--- src/rtl/idli_uart_rx_m.sv ---
// idli_uart_rx_m -- 8N1 UART receiver with a one-byte, nibble-wide output buffer.
//
// The serial line is synchronized into the core clock domain. Each bit is
// sampled near its centre by a bit-cycle counter. A completed byte with a
// valid stop bit goes into a one-byte buffer. The buffer is read out as two
// 4-bit nibbles, low nibble first, through a valid/accept handshake.
//
// Ports
//   i_urx_gck        in   core clock; all state changes on its rising edge
//   i_urx_rst_n      in   asynchronous active-low reset
//   i_urx_rx         in   serial line (idle high, 8N1, LSB first), asynchronous
//   o_urx_data       out  buffered nibble; reads 0 while o_urx_data_vld is low
//   o_urx_data_vld   out  o_urx_data holds a valid nibble
//   i_urx_data_acp   in   consumer takes o_urx_data this cycle
//   o_urx_frame_err  out  one-cycle pulse: stop bit sampled low, byte dropped
//   o_urx_overrun    out  one-cycle pulse: good byte dropped, buffer was full

package idli_uart_rx_pkg;
    typedef logic [3:0] sqi_data_t;
endpackage

module idli_uart_rx_m
    import idli_uart_rx_pkg::*;
#(
    parameter int BIT_CYCLES = 16  // clock cycles per bit; even and >= 4
) (
    input  logic      i_urx_gck,
    input  logic      i_urx_rst_n,
    input  logic      i_urx_rx,
    output sqi_data_t o_urx_data,
    output logic      o_urx_data_vld,
    input  logic      i_urx_data_acp,
    output logic      o_urx_frame_err,
    output logic      o_urx_overrun
);

    localparam int              CW        = $clog2(BIT_CYCLES);
    localparam logic [CW-1:0]   HALF_LAST = CW'(BIT_CYCLES / 2 - 1);
    localparam logic [CW-1:0]   BIT_LAST  = CW'(BIT_CYCLES - 1);

    typedef enum logic [1:0] {IDLE, START, DATA, STOP} rx_state_e;

    // Line synchronizer
    logic rx_meta, rx_sync;

    always_ff @(posedge i_urx_gck or negedge i_urx_rst_n) begin
        if (!i_urx_rst_n) begin
            rx_meta <= 1'b1;
            rx_sync <= 1'b1;
        end else begin
            // NOTE: non-blocking assignments make rx_sync take the previous
            // rx_meta, so the two flops form a real two-stage chain.
            rx_meta <= i_urx_rx;
            rx_sync <= rx_meta;
        end
    end

    // Receive FSM
    rx_state_e     state_q, state_d;
    logic [CW-1:0] cnt_q, cnt_d;
    logic [2:0]    idx_q, idx_d;
    logic [7:0]    shift_q, shift_d;
    logic          stop_ok, stop_bad;

    always_comb begin
        // NOTE: every signal written here gets a default first, so no path
        // through the case leaves one unassigned and infers a latch.
        state_d  = state_q;
        cnt_d    = cnt_q + 1'b1;
        idx_d    = idx_q;
        shift_d  = shift_q;
        stop_ok  = 1'b0;
        stop_bad = 1'b0;
        unique case (state_q)
            IDLE: begin
                cnt_d = '0;
                if (!rx_sync) state_d = START;
            end
            START: begin
                // Re-check the start bit at its midpoint to reject glitches.
                if (cnt_q == HALF_LAST) begin
                    cnt_d   = '0;
                    idx_d   = '0;
                    state_d = rx_sync ? IDLE : DATA;
                end
            end
            DATA: begin
                // The counter was aligned to mid-start, so a full bit period
                // later lands in the middle of each data bit.
                if (cnt_q == BIT_LAST) begin
                    cnt_d          = '0;
                    shift_d[idx_q] = rx_sync;
                    idx_d          = idx_q + 1'b1;
                    if (idx_q == 3'd7) state_d = STOP;
                end
            end
            STOP: begin
                if (cnt_q == BIT_LAST) begin
                    cnt_d    = '0;
                    state_d  = IDLE;
                    stop_ok  = rx_sync;
                    stop_bad = !rx_sync;
                end
            end
            default: state_d = IDLE;
        endcase
    end

    // Output buffer: one byte, presented low nibble then high nibble
    logic [7:0] buf_q, buf_d;
    logic       occ_q, occ_d;   // buffer holds a byte
    logic       hi_q, hi_d;     // presenting byte[7:4]
    logic       acp_take, buf_free, overrun_d;

    assign acp_take  = occ_q && i_urx_data_acp;
    // Accepting the high nibble frees the buffer in the same cycle, so a byte
    // completing on that edge loads straight in without a valid gap.
    assign buf_free  = !occ_q || (hi_q && i_urx_data_acp);
    assign overrun_d = stop_ok && !buf_free;

    always_comb begin
        occ_d = occ_q;
        hi_d  = hi_q;
        buf_d = buf_q;
        if (acp_take) begin
            if (hi_q) occ_d = 1'b0;
            else      hi_d  = 1'b1;
        end
        if (stop_ok && buf_free) begin
            buf_d = shift_q;
            occ_d = 1'b1;
            hi_d  = 1'b0;
        end
    end

    always_ff @(posedge i_urx_gck or negedge i_urx_rst_n) begin
        if (!i_urx_rst_n) begin
            state_q         <= IDLE;
            cnt_q           <= '0;
            idx_q           <= '0;
            occ_q           <= 1'b0;
            hi_q            <= 1'b0;
            o_urx_frame_err <= 1'b0;
            o_urx_overrun   <= 1'b0;
        end else begin
            state_q         <= state_d;
            cnt_q           <= cnt_d;
            idx_q           <= idx_d;
            occ_q           <= occ_d;
            hi_q            <= hi_d;
            o_urx_frame_err <= stop_bad;
            o_urx_overrun   <= overrun_d;
        end
    end

    // NOTE: the data registers have no reset. Their contents are only seen
    // while occ_q is set, and every path that sets occ_q also loads them.
    always_ff @(posedge i_urx_gck) begin
        shift_q <= shift_d;
        buf_q   <= buf_d;
    end

    assign o_urx_data_vld = occ_q;
    assign o_urx_data     = !occ_q ? '0 : (hi_q ? buf_q[7:4] : buf_q[3:0]);

endmodule

--- config.mk ---
export PLATFORM = sky130hd
export DESIGN_NAME = idli_uart_rx_m
export DESIGN_NICKNAME = d
export VERILOG_FILES = /design/src/rtl/idli_uart_rx_m.sv
export SDC_FILE = /design/constraint.sdc
export NUM_CORES = 1
export LEC_CHECK = 0
export BUFFER_PORTS_ARGS = -buffer_cell sky130_fd_sc_hd__buf_2
export CAP_MARGIN = 0
export CORE_MARGIN = 1.5
export CORE_UTILIZATION = 55
export CTS_BUF_LIST = sky130_fd_sc_hd__clkbuf_8
export DETAILED_ROUTE_END_ITERATION = 6
export HOLD_SLACK_MARGIN = 0.05
export PLACE_DENSITY = 0.77
export SKIP_LAST_GASP = 1
export SYNTH_ARGS = -nofsm -noshare
export SYNTH_HDL_FRONTEND = slang
export SYNTH_SLANG_ARGS = --single-unit
--- constraint.sdc ---
create_clock -name i_urx_gck -period 1.8 [get_ports i_urx_gck]
set_input_delay 0.54 -clock i_urx_gck [delete_from_list [all_inputs] [get_ports i_urx_gck]]
set_output_delay 0.54 -clock i_urx_gck [all_outputs]
set_load 0.02 [all_outputs]
==> impl_metrics.yaml <==
cts:
  cts-root-buf: "clkbuf_8"
  clockBufferDepth: 2
  cts_sinks: 31
  cts_tree: "done"
  cts.htree.levels: 2
  worstSkewPairLatency_ps: 270
  numCtsBuffers: 5
  clk_pin_slew_ps: 60
  cts_setup_buffers: 0
timing:
  setup-tns-final_ps: 0
  rsz0062_at_grt: "no"
  max_slew_margin_pct: 75.8
  timing.fmax_mhz: 590
  worstMarginPinSlew_ps: 363
  hold_violations: 0
  setup_viol_count_final: 0
  post-route-min-period_ps: 1690
  period_share_pct: 94.1
  fin_skew_ps: 3.73
  slew_viol_final: 0
grt:
  grtUsageTotal_pct: 19.0
  grt_pass1_vias: 805
  grt_max_degree: 16
  grt-ovfl-total: 0
  grt_pass1_wl_mm: 3.56
  grt_antenna_before_repair: 0
die:
  fp.dieW_microns: 52.8
  start_util_pct: 59.9
  io_pins: 11
  dieHeight_microns: 52.8
  core_sq_mm: 0.00228
  die_area_sq_mm: 0.00279
  rows: 17
synth:
  synth_mux_area_share_pct: 2.94
  synth_ff_type: "edfxtp_1"
  synth_edf_count: 16
  ys_types: 33
  ys_seq_area_share_pct: 63.0
  avgSynthCellArea_sq_um: 12.9
  synthAdderAreaFrac_pct: 2.75
  ys_ff_latch: 31
  synth_compound_area_share_pct: 7.71
  yosysWarnings: 0
  synth_top_family_by_area: "simple AND/OR/NAND/NOR gates"
  syn_area_sq_mm: 0.00136
  yosys.area_share.simple_pct: 20.3
  async_flop_share_pct: 48.4
  syn_inst: 106
  syn-num-nets: 113
  synth-xor-area-share_pct: 0.643
worst_setup_path:
  start_kind: "flop"
  cp-startpoint: "cnt_q[0]"
  r2r_slack_ps: 110
  critPathKind: "reg2reg"
  r2r_end: "shift_q[0]"
  rr_startpoint: "cnt_q[0]"
  r2r_cells: 4
  cp_data_arrival_time_ps: 1640
  cp-end-kind: "flop"
  worstPathMaxFanout: 7
  required_ps: 1740
power_and_ir_drop:
  ir_drop_v: 0.000858
  p_leak_uw: 0.000646
  power.density_mw_per_mm2: 1300
outcome:
  status: "complete, no violations"
cells_and_area:
  utilization_pct: 67.1
  synthToLayoutAreaGrowth_pct: 12.1
  drive_gt1_share_pct: 21.5
  n_antenna_cell: 0
  final_nets: 127
  fillers: 164
placement:
  gp_congestion: 0.821
  dp_hpwl_mm: 1.56
  buffer_ports.inserted: 10
detailed_routing:
  wl_mm: 2.13
  dr.pass1.iters: 4
  antenna_left: 0
  post-route-drc-count: 0
  via_count: 843
  via_per_inst: 5.66
  drt_iter0_drc: 17
  wire_per_inst_microns: 14.3
flow_run:
  cap_violations: 0
worst_hold_path:
  hp-class: "in2async"
[metrics by stage]
stage	total power, uW	cell area (sq um)	hold slack [ps]	setup slack [ps]	instances
2_1_floorplan	1360	1370	244	152	106
3_3_place_gp	1460	1440	346	128	141
3_5_place_dp	1490	1440	348	70.1	141
4_1_cts	1990	1520	169	22.6	149
5_1_grt	2110	1530	177	24.6	149
6_report	1980	1530	160	106	149
[area by class of cell]
type                       instances  area [sq um]  share of cell area (%)
sequential                        31           860                    56.3
multi-input combinational         69           479                    31.4
timing repair buffer              13          72.6                    4.75
clock buffer                       5          68.8                    4.50
tap                               28          35.0                    2.29
clock inverter                     3          12.5                   0.819
[where the power goes]
| group | total (uW) | internal, uW | switching (uW) |
|---|---|---|---|
| logic | 517 | 255 | 262 |
| registers | 973 | 841 | 131 |
| clock network | 493 | 259 | 234 |
[kinds of logic (layout without fill, tap and decap cells)]
logic type      after synthesis  count (layout)
compound gates               14              14
xor+xnor                      1               1
fa+ha+maj                     3               3
buf+inv                       6              21
flops                        31              31
mux                           4               4
simple gates                 47              47
[how the worst max path moves through the flow]
stage,end,slack [ps],cells past startpoint
after global placement,buf_q[1],130,4
after global routing,o_urx_data[3],20,3
final,shift_q[0],110,4
after CTS,o_urx_data[3],20,3
after detailed placement,buf_q[7],70,4
after floorplan,buf_q[0],150,5
[layout by cell type, fill, tap and decap left out, drive strengths merged, types with 4 or more instances in the layout]
cell type,instances
a21oi,4
buf,13
clkbuf,5
dfrtp,13
edfxtp,16
mux2i,4
nand2,6
nand3,4
nor2,7
nor2b,10
nor3,5
[what timing repair did]
action / 4_1_cts / 5_1_grt
hold buffers: 0 / 0
gates resized for setup: 0 / 2
endpoints found under the setup margin: 0 / 12
[cells in the mapped netlist (all sizes together) (2+ instances only)]
| cell | instances | share of area [%] |
|---|---|---|
| and3 | 3 | 1.4 |
| nand3 | 4 | 1.5 |
| ha | 3 | 2.8 |
| nor2b | 10 | 4.6 |
| edfxtp | 16 | 35 |
| nor3 | 5 | 1.8 |
| dfstp | 2 | 3.9 |
| mux2i | 4 | 2.9 |
| o221a | 2 | 1.7 |
| a21o | 3 | 1.7 |
| buf | 3 | 1.7 |
| clkbuf | 3 | 0.92 |
| a221o | 2 | 1.5 |
| dfrtp | 13 | 24 |
| a21oi | 4 | 1.5 |
| nand2 | 6 | 1.7 |
| nand2b | 3 | 1.4 |
| nor2 | 7 | 1.9 |
| nand4 | 3 | 2.5 |
[state kept, by name, summed over array words and instances (netlist names), 3 cells and up, named ones only]
name     cells
cnt_q        4
buf_q        8
shift_q      8
idx_q        3
[per-layer routing]
layer	track usage [%]	vias up	wire length [microns]
met1	21.8	399	890
met2	31.5	19	1120
met4	11.5	0	44
met3	5.14	5	83
met5	0	-	0
li1	-	420	-
[worst max-delay path, stage by stage, from the launching register on]
cell     delay [ps]
dfrtp_1         380
ha_1            180
and3_1          320
nand2_1         200
nor4_1          280
Note: power is estimated with default switching activity, not from simulation.
